--- src/rtl/mem_port_arbiter.sv ---
// mem_port_arbiter: core/loader arbiter and sequencer for the shared memory port.
// Define ARB_ROUND_ROBIN_EN for round-robin arbitration instead of fixed core priority.
module mem_port_arbiter #(
    parameter int AW   = 32,
    parameter int DW   = 32,
    parameter int WAIT = 1
) (
    input  logic          clk,
    input  logic          rst,
    input  logic          c_req,
    input  logic          c_we,
    input  logic [AW-1:0] c_addr,
    input  logic [DW-1:0] c_wdata,
    output logic          c_ready,
    input  logic          l_req,
    input  logic          l_we,
    input  logic [AW-1:0] l_addr,
    input  logic [DW-1:0] l_wdata,
    output logic          l_ready,
    output logic [DW-1:0] rdata,
    output logic          owner,
    output logic          busy,
    output logic          m_en,
    output logic          m_we,
    output logic [AW-1:0] m_addr,
    output logic [DW-1:0] m_wdata,
    input  logic [DW-1:0] m_rdata
);
    typedef enum logic [1:0] {IDLE = 2'd0, BUSY = 2'd1, RESP = 2'd2} state_t;
    state_t        state, state_n;
    logic [3:0]    cnt;
    logic          we_q;
    logic [AW-1:0] addr_q;
    logic [DW-1:0] wdata_q;
    logic          grant;
    logic          win;
    assign grant = (state == IDLE) && (c_req || l_req);
`ifdef ARB_ROUND_ROBIN_EN
    logic last;
    // Pointer starts at loader so the core wins the first contention.
    assign win = (c_req && l_req) ? ~last : l_req;
    always_ff @(posedge clk or negedge rst)
        if (!rst) last <= 1'b1;
        else if (grant) last <= win;
`else
    assign win = ~c_req;
`endif
    always_ff @(posedge clk or negedge rst)
        if (!rst) state <= IDLE;
        else state <= state_n;
    always_comb begin
        state_n = IDLE;
        state_n = (state == IDLE) ? (grant ? BUSY : IDLE) :
                  (state == BUSY) ? ((cnt == 4'd0) ? RESP : BUSY) : IDLE;
    end
    always_ff @(posedge clk or negedge rst)
        if (!rst) begin
            cnt     <= '0;
            owner   <= 1'b0;
            we_q    <= 1'b0;
            addr_q  <= '0;
            wdata_q <= '0;
            rdata   <= '0;
        end else begin
            if (grant) begin
                cnt     <= 4'(WAIT);
                owner   <= win;
                we_q    <= win ? l_we : c_we;
                addr_q  <= win ? l_addr : c_addr;
                wdata_q <= win ? l_wdata : c_wdata;
            end else if (state == BUSY && cnt != 4'd0) begin
                cnt <= cnt - 4'd1;
            end
            if (state == BUSY && cnt == 4'd0) rdata <= m_rdata;
        end
    always_comb begin
        m_en    = (state == BUSY);
        m_we    = (state == BUSY) && we_q;
        m_addr  = addr_q;
        m_wdata = wdata_q;
        c_ready = (state == RESP) && !owner;
        l_ready = (state == RESP) && owner;
        busy    = (state == BUSY) || (state == RESP);
    end
endmodule
--- config.mk ---
export PLATFORM = sky130hd
export DESIGN_NAME = mem_port_arbiter
export DESIGN_NICKNAME = d
export VERILOG_FILES = /design/src/rtl/mem_port_arbiter.sv
export SDC_FILE = /design/constraint.sdc
export NUM_CORES = 1
export LEC_CHECK = 0
export CAP_MARGIN = 10
export CORE_MARGIN = 3
export CORE_UTILIZATION = 38
export DETAILED_ROUTE_END_ITERATION = 8
export PLACE_DENSITY = 0.81
export SYNTH_ARGS = -nofsm -noshare
export SYNTH_HDL_FRONTEND = slang
export SYNTH_SLANG_ARGS = --single-unit
--- constraint.sdc ---
create_clock -name clk -period 2.55 [get_ports clk]
set_clock_uncertainty 0.15 [all_clocks]
set_input_delay 0.255 -clock clk [delete_from_list [all_inputs] [get_ports clk]]
set_output_delay 0.255 -clock clk [all_outputs]
set_load 0.05 [all_outputs]
Word level (Yosys, flattened, before mapping). Index checks and enable logic that the tools add are counted.

Equality and inequality tests: 2. Reduce and logical (&&, ||, !) cells: 13. Bitwise logic cells: 1. Multiplexer cells: 9. Add/subtract/negate cells: 1.

Operators by type and width (number): 32-bit two-way mux (2); 4-bit two-way mux (2); 1-bit logical AND (6); 2-bit two-way mux (3); 4-bit zero test (1); 4-bit nonzero test (1); 4-bit by 1-bit subtractor with 4-bit output, second input constant (1); 2-bit by 1-bit == test with 1-bit output, second input constant (1); 2-bit == test, second input constant (1); 2-bit zero test (1); 1-bit logical OR (2); 1-bit two-way mux (2); 2-bit nonzero test (1); 1-bit zero test (1); 1-bit inverter (1).

Word-level logic and storage cells: 33. Output and inout port bits: 102. Input port bits: 166. Bits in registers: 104.

Depth between registers and ports, before layout. Gate-level depths: netlist of run 1.

Depth after elaboration: 4. Gate-level depth with buffers: 7. Depth with buffers taken out: 5.

Least setup slack after synthesis of run 1. Ideal clock, no wire load.

Path type: register -> register. Start: register state[1]. End: register rdata[13]. Buffers on the path: 1. Clock period less this slack: 2.194 ns. Slack: 0.356 ns. Cell stages (with the launch flop): 7. Library setup time: 0.125 ns. Data arrival time: 1.919 ns. Cells stage by stage: dfrtp_1 -> inv_1 -> ha_1 -> nand2_2 -> nor3_4 -> buf_6 -> mux2_2.

Word-level cells in the longest chain between the ends: 2.

RTL lines: from (decl) (RTL line 30) `state_t state, state_n;`; from (signal assigned) (RTL line 50) `else state <= state_n;`; 2-bit by 1-bit == test with 1-bit output; via m_en (RTL line 23) `output logic m_en,`; 1-bit logical AND (RTL line 74) `if (state == BUSY && cnt == 4'd0) rdata <= m_rdata;`; to (signal assigned) (RTL line 74); to (decl) (RTL line 20) `output logic [DW-1:0] rdata,`.

The timed path passes the listed nets, and every way through them passes these cells. A chain may end at the register's enable or synchronous reset.

Final worst setup path of run 1.
Start: register state[1]. End: output m_en.

Word-level cells in the longest chain between the ends: 1.

RTL lines: 2-bit by 1-bit == test with 1-bit output (RTL line 77) `m_en = (state == BUSY);`; to (decl) (RTL line 23).

Every way passes these cells.

==> results.md, run 1 <==
- The class of the tightest hold or removal check is input port to register.
- The port buffer count is 267.
- The deepest clock path buffer count is 2.
- Power spread over the standard cell area amounts to 1370 nW/um^2.
- The relative slew slack is 60.1%.
- The number of setup violations in the final report is 0.
- The worst-path cell with the longest stage delay is sky130_fd_sc_hd__clkdlybuf4s50_1.
- The initial utilization of the core area, before any placement, comes to 39.4%.
- For this design the total switching power over the nets is 5.10 mW.
- The mapped netlist covers 4580 um^2.
- Of the synthesized area, sequential elements account for 56.9%.
- The largest driver fanout on the critical path is 9.
- For this design, the sink count on the clock tree is 104.
- The floorplan step defined a die boundary enclosing 13400 um^2.
- The routed layout has 3756 vias.
- Global routing finished with a remaining overflow of 0.
- CTS placed an instance of sky130_fd_sc_hd__clkbuf_16 at the clock tree root.
- The final critical path time including I/O delays and setup is 2.42 ns.
- The critical path is of the register to output pin type.
- For this run, the slowest stage of the critical path takes 0.89 ns.
- The internal power of the cells totals 5.32 mW.
- Sequential cells account for 27.9% of the total power.
- The TritonCTS clock tree is done.
- The number of inserted diodes is 0.
- In the final timing run, aggregate negative setup slack is 0 ns.
- After clock tree synthesis, the clock-pin slew on the worst setup and hold paths is 0.06 ns.
- The critical path goes through inv_1 -> ha_1 -> clkdlybuf4s50_1.
- The count of flip-flops with a built-in enable after synthesis is 0.
- The most frequently used flop master after synthesis is sky130_fd_sc_hd__dfrtp_1.
- The region available for standard cell placement spans 11600 um^2.
- IR analysis of the VDD net gives a maximum drop of 0.524 mV.
- The number of maximum-capacitance violations is 0.
- The floorplan has 39 rows.
- By count the netlist is led by 104 x sky130_fd_sc_hd__dfrtp_1, 68 x sky130_fd_sc_hd__nand2_1, 68 x sky130_fd_sc_hd__o21ai_0.
- In the post-route analysis, the smallest setup slack over all paths is 0.127 ns.
- The max-slew violation count is 0.
- For this run, the detailed router's first-pass iteration total came to 4.
- Static timing analysis puts the maximum clock frequency at 413 MHz.
- Setup repair after global routing left no endpoint under its margin.
- The later pin in the worst-skew pair is clocked with a latency of 0.33 ns.
- The number of storage elements in the synthesis netlist is 104.
- In the final routed layout, each cell accounts on average for 15.4 um.
- The switching share of total power is 49.0%.
- The routability congestion estimate is 0.757.
- The static power due to leakage is 3.30 nW.
- The count of different cell masters after synthesis is 28.
- The number of antenna violations at the first check in global routing is 0.
- Counting cells, the worst reg-to-reg path comes to 6.
- The count of nets left with antenna violations once routing finished came out at 0.
- The fraction of final layout cells with drive strength greater than 1 is 7.68%.
- Per report_power, the combinational group accounts for 60.7% of the total.
- sky130_fd_sc_hd__dfrtp_1 is the most common cell in the netlist.
- The area growth from synthesis to layout is 65.9%.
- For this run, design rule violations remaining after detail routing come to 0.
- Cells fill 65.4% of the core in the end.
- The origin of the critical flop-to-flop path is state[1].
- Ranked by total cell area, the synthesized netlist is headed by sky130_fd_sc_hd__dfrtp_1 57%, sky130_fd_sc_hd__mux2i_1 14%, sky130_fd_sc_hd__o21ai_0 7.4%.
- 268 I/O pins were placed.
- The placed instances occupy a cell area of 7340 um^2.
- The number of buffers created by CTS is 9.
- Once detailed placement completed, the half-perimeter wirelength came to 9780 um.
- For the pin with the worst max-slew slack, the measured transition is 0.598 ns.
- Prior to clock tree synthesis, the placed netlist has a worst setup slack of 0.397 ns.
- The minimum hold slack is 0.211 ns.
- The flow ran to the end, and the final reports show no timing, DRC or antenna violations.
- The global-route usage over all layers is 18.6%.
- The worst endpoint required time is 2.14 ns.
- When the netlist entered floorplanning its net count stood at 559.
- The critical path launch point is state[1].
- STA classifies the critical path startpoint as a register.
- The number of vias per cell is 4.73.
- The wire length of the first global-routing pass is 19200 um.
- The async set-reset flop share out of synthesis is 100%.
- The number of global-route vias before repair is 3952.
- The critical path capture point type is an output pin.
- The detailed router finished its first iteration with 101 violations.
- Setup slack on the worst reg-to-reg path comes out at 0.44 ns.
- The final net count is 819.
- The H-tree was split into 3 levels.
- The count of warnings emitted by yosys is 0.
- The die width is 116 um.
- In this run the mean area of a mapped cell was 11.8 um^2.
- The number of hold-slack violations in the final timing report was 0.
- The worst path arrival time is 2.02 ns.
- The die height is 116 um.
- The power share of the clock group is 11.4%.
- sky130_fd_sc_hd__dfrtp_1 takes more of the synthesized area than any other cell.
- The pin count of the biggest net entering global routing is 77.
- Synthesis produced 389 cells.
- The final standard cell area without fillers is 7590 um^2.
- The routed design has 12200 um of wire.
- The destination of the critical timing path is m_en.
- After layout, the worst path uses 95.0% of the clock period.
- In this run the critical register-to-register path is captured at rdata[20].
- The share of the synthesized area in the top cell type is 56.9%.
## metrics by stage
step	cells	power, mW
2_1_floorplan	389	7.06
3_3_place_gp	780	9.19
3_5_place_dp	780	9.34
4_1_cts	794	10.6
5_1_grt	794	11.0
6_report	794	10.4
## layout make-up
class / instances / area, um^2
fillers: 908 / 4020
repair buffers: 274 / 2750
flip-flops and latches: 104 / 2600
multi-input cells: 256 / 1800
clock buffers: 11 / 233
well taps: 143 / 179
inverters: 4 / 15.0
clock inverters: 2 / 10.0
## kinds of logic after synthesis
| kind of cell | synth area share [%] |
|---|---|
| adder cells (fa/ha/maj) | 1.09 |
| buffers and inverters | 3.88 |
| flip-flops | 56.9 |
| AO/OA/AOI/OAI | 8.37 |
| AND/OR/NAND/NOR | 7.49 |
| multiplexers | 22.3 |
## what timing repair did
action | in CTS | in global routing
gates resized for setup | 0 | 1
hold endpoints to repair | 28 | 0
setup buffers | 0 | 0
setup endpoints to repair | 0 | 1
hold buffers | 1 | 0
## worst max-delay path, delay by kind of cell (launching register included)
kind       cells  cell delay [ns]
buf+inv        2             0.97
flops          1             0.39
fa+ha+maj      1             0.33
## power by group through the flow
stage               clock network [mW]  logic [mW]  registers [mW]
detailed placement                   0        6.40            2.95
global placement                     0        6.29            2.90
global route                      1.30        6.70            3.02
finish                            1.19        6.32            2.91
floorplan                            0        1.47            5.59
CTS                               1.22        6.41            2.92
## layout by cell type, fill, tap and decap left out, types with 2 or more instances in the layout
| cell type | n |
|---|---|
| sky130_fd_sc_hd__a21oi_1 | 2 |
| sky130_fd_sc_hd__and2_1 | 2 |
| sky130_fd_sc_hd__buf_12 | 2 |
| sky130_fd_sc_hd__buf_4 | 6 |
| sky130_fd_sc_hd__clkbuf_1 | 2 |
| sky130_fd_sc_hd__clkbuf_16 | 9 |
| sky130_fd_sc_hd__clkdlybuf4s50_1 | 264 |
| sky130_fd_sc_hd__clkinv_2 | 2 |
| sky130_fd_sc_hd__dfrtp_1 | 104 |
| sky130_fd_sc_hd__ha_1 | 4 |
| sky130_fd_sc_hd__inv_1 | 4 |
| sky130_fd_sc_hd__mux2_1 | 4 |
| sky130_fd_sc_hd__mux2_2 | 28 |
| sky130_fd_sc_hd__mux2i_1 | 66 |
| sky130_fd_sc_hd__nand2_1 | 68 |
| sky130_fd_sc_hd__nor2_1 | 2 |
| sky130_fd_sc_hd__o21ai_0 | 68 |
## sequential cells by signal (all words and copies together), names as in the netlist
signal and cells:
m_addr 32, m_wdata 32, rdata 32, cnt 4, state 2, owner 1, we_q 1
## routing by layer
metal  vias up  routed length, um  share of wire, %  track usage, %
li1       1857                  -                 -               -
met1      1708               4370                36            19.9
met3        21               1180               9.7            6.53
met2       170               6400                52            33.5
met4         0                273               2.2            7.19
met5         -                  0                 0               0
## worst min path at each step
stage	from	to	cells past startpoint	slack, ns
after floorplan	rst	cnt[0]	0	-0.19
final	c_req	m_wdata[6]	3	0.21
after CTS	c_req	m_wdata[6]	3	0.21
after global placement	rst	rdata[24]	1	0.04
after global routing	c_req	m_wdata[6]	3	0.21
after detailed placement	rst	rdata[25]	1	0.05
Note: power is estimated with default switching activity, not from simulation.
==> run 2, diff against run 1 <==
--- a/config.mk
+++ b/config.mk
@@ -10,6 +10,7 @@
 export CORE_UTILIZATION = 38
 export DETAILED_ROUTE_END_ITERATION = 8
 export PLACE_DENSITY = 0.81
+export SLEW_MARGIN = 10
 export SYNTH_ARGS = -nofsm -noshare
 export SYNTH_HDL_FRONTEND = slang
 export SYNTH_SLANG_ARGS = --single-unit
==> results of run 2 <==
No change in the layout: final DEF, timing and power equal those of run 1.
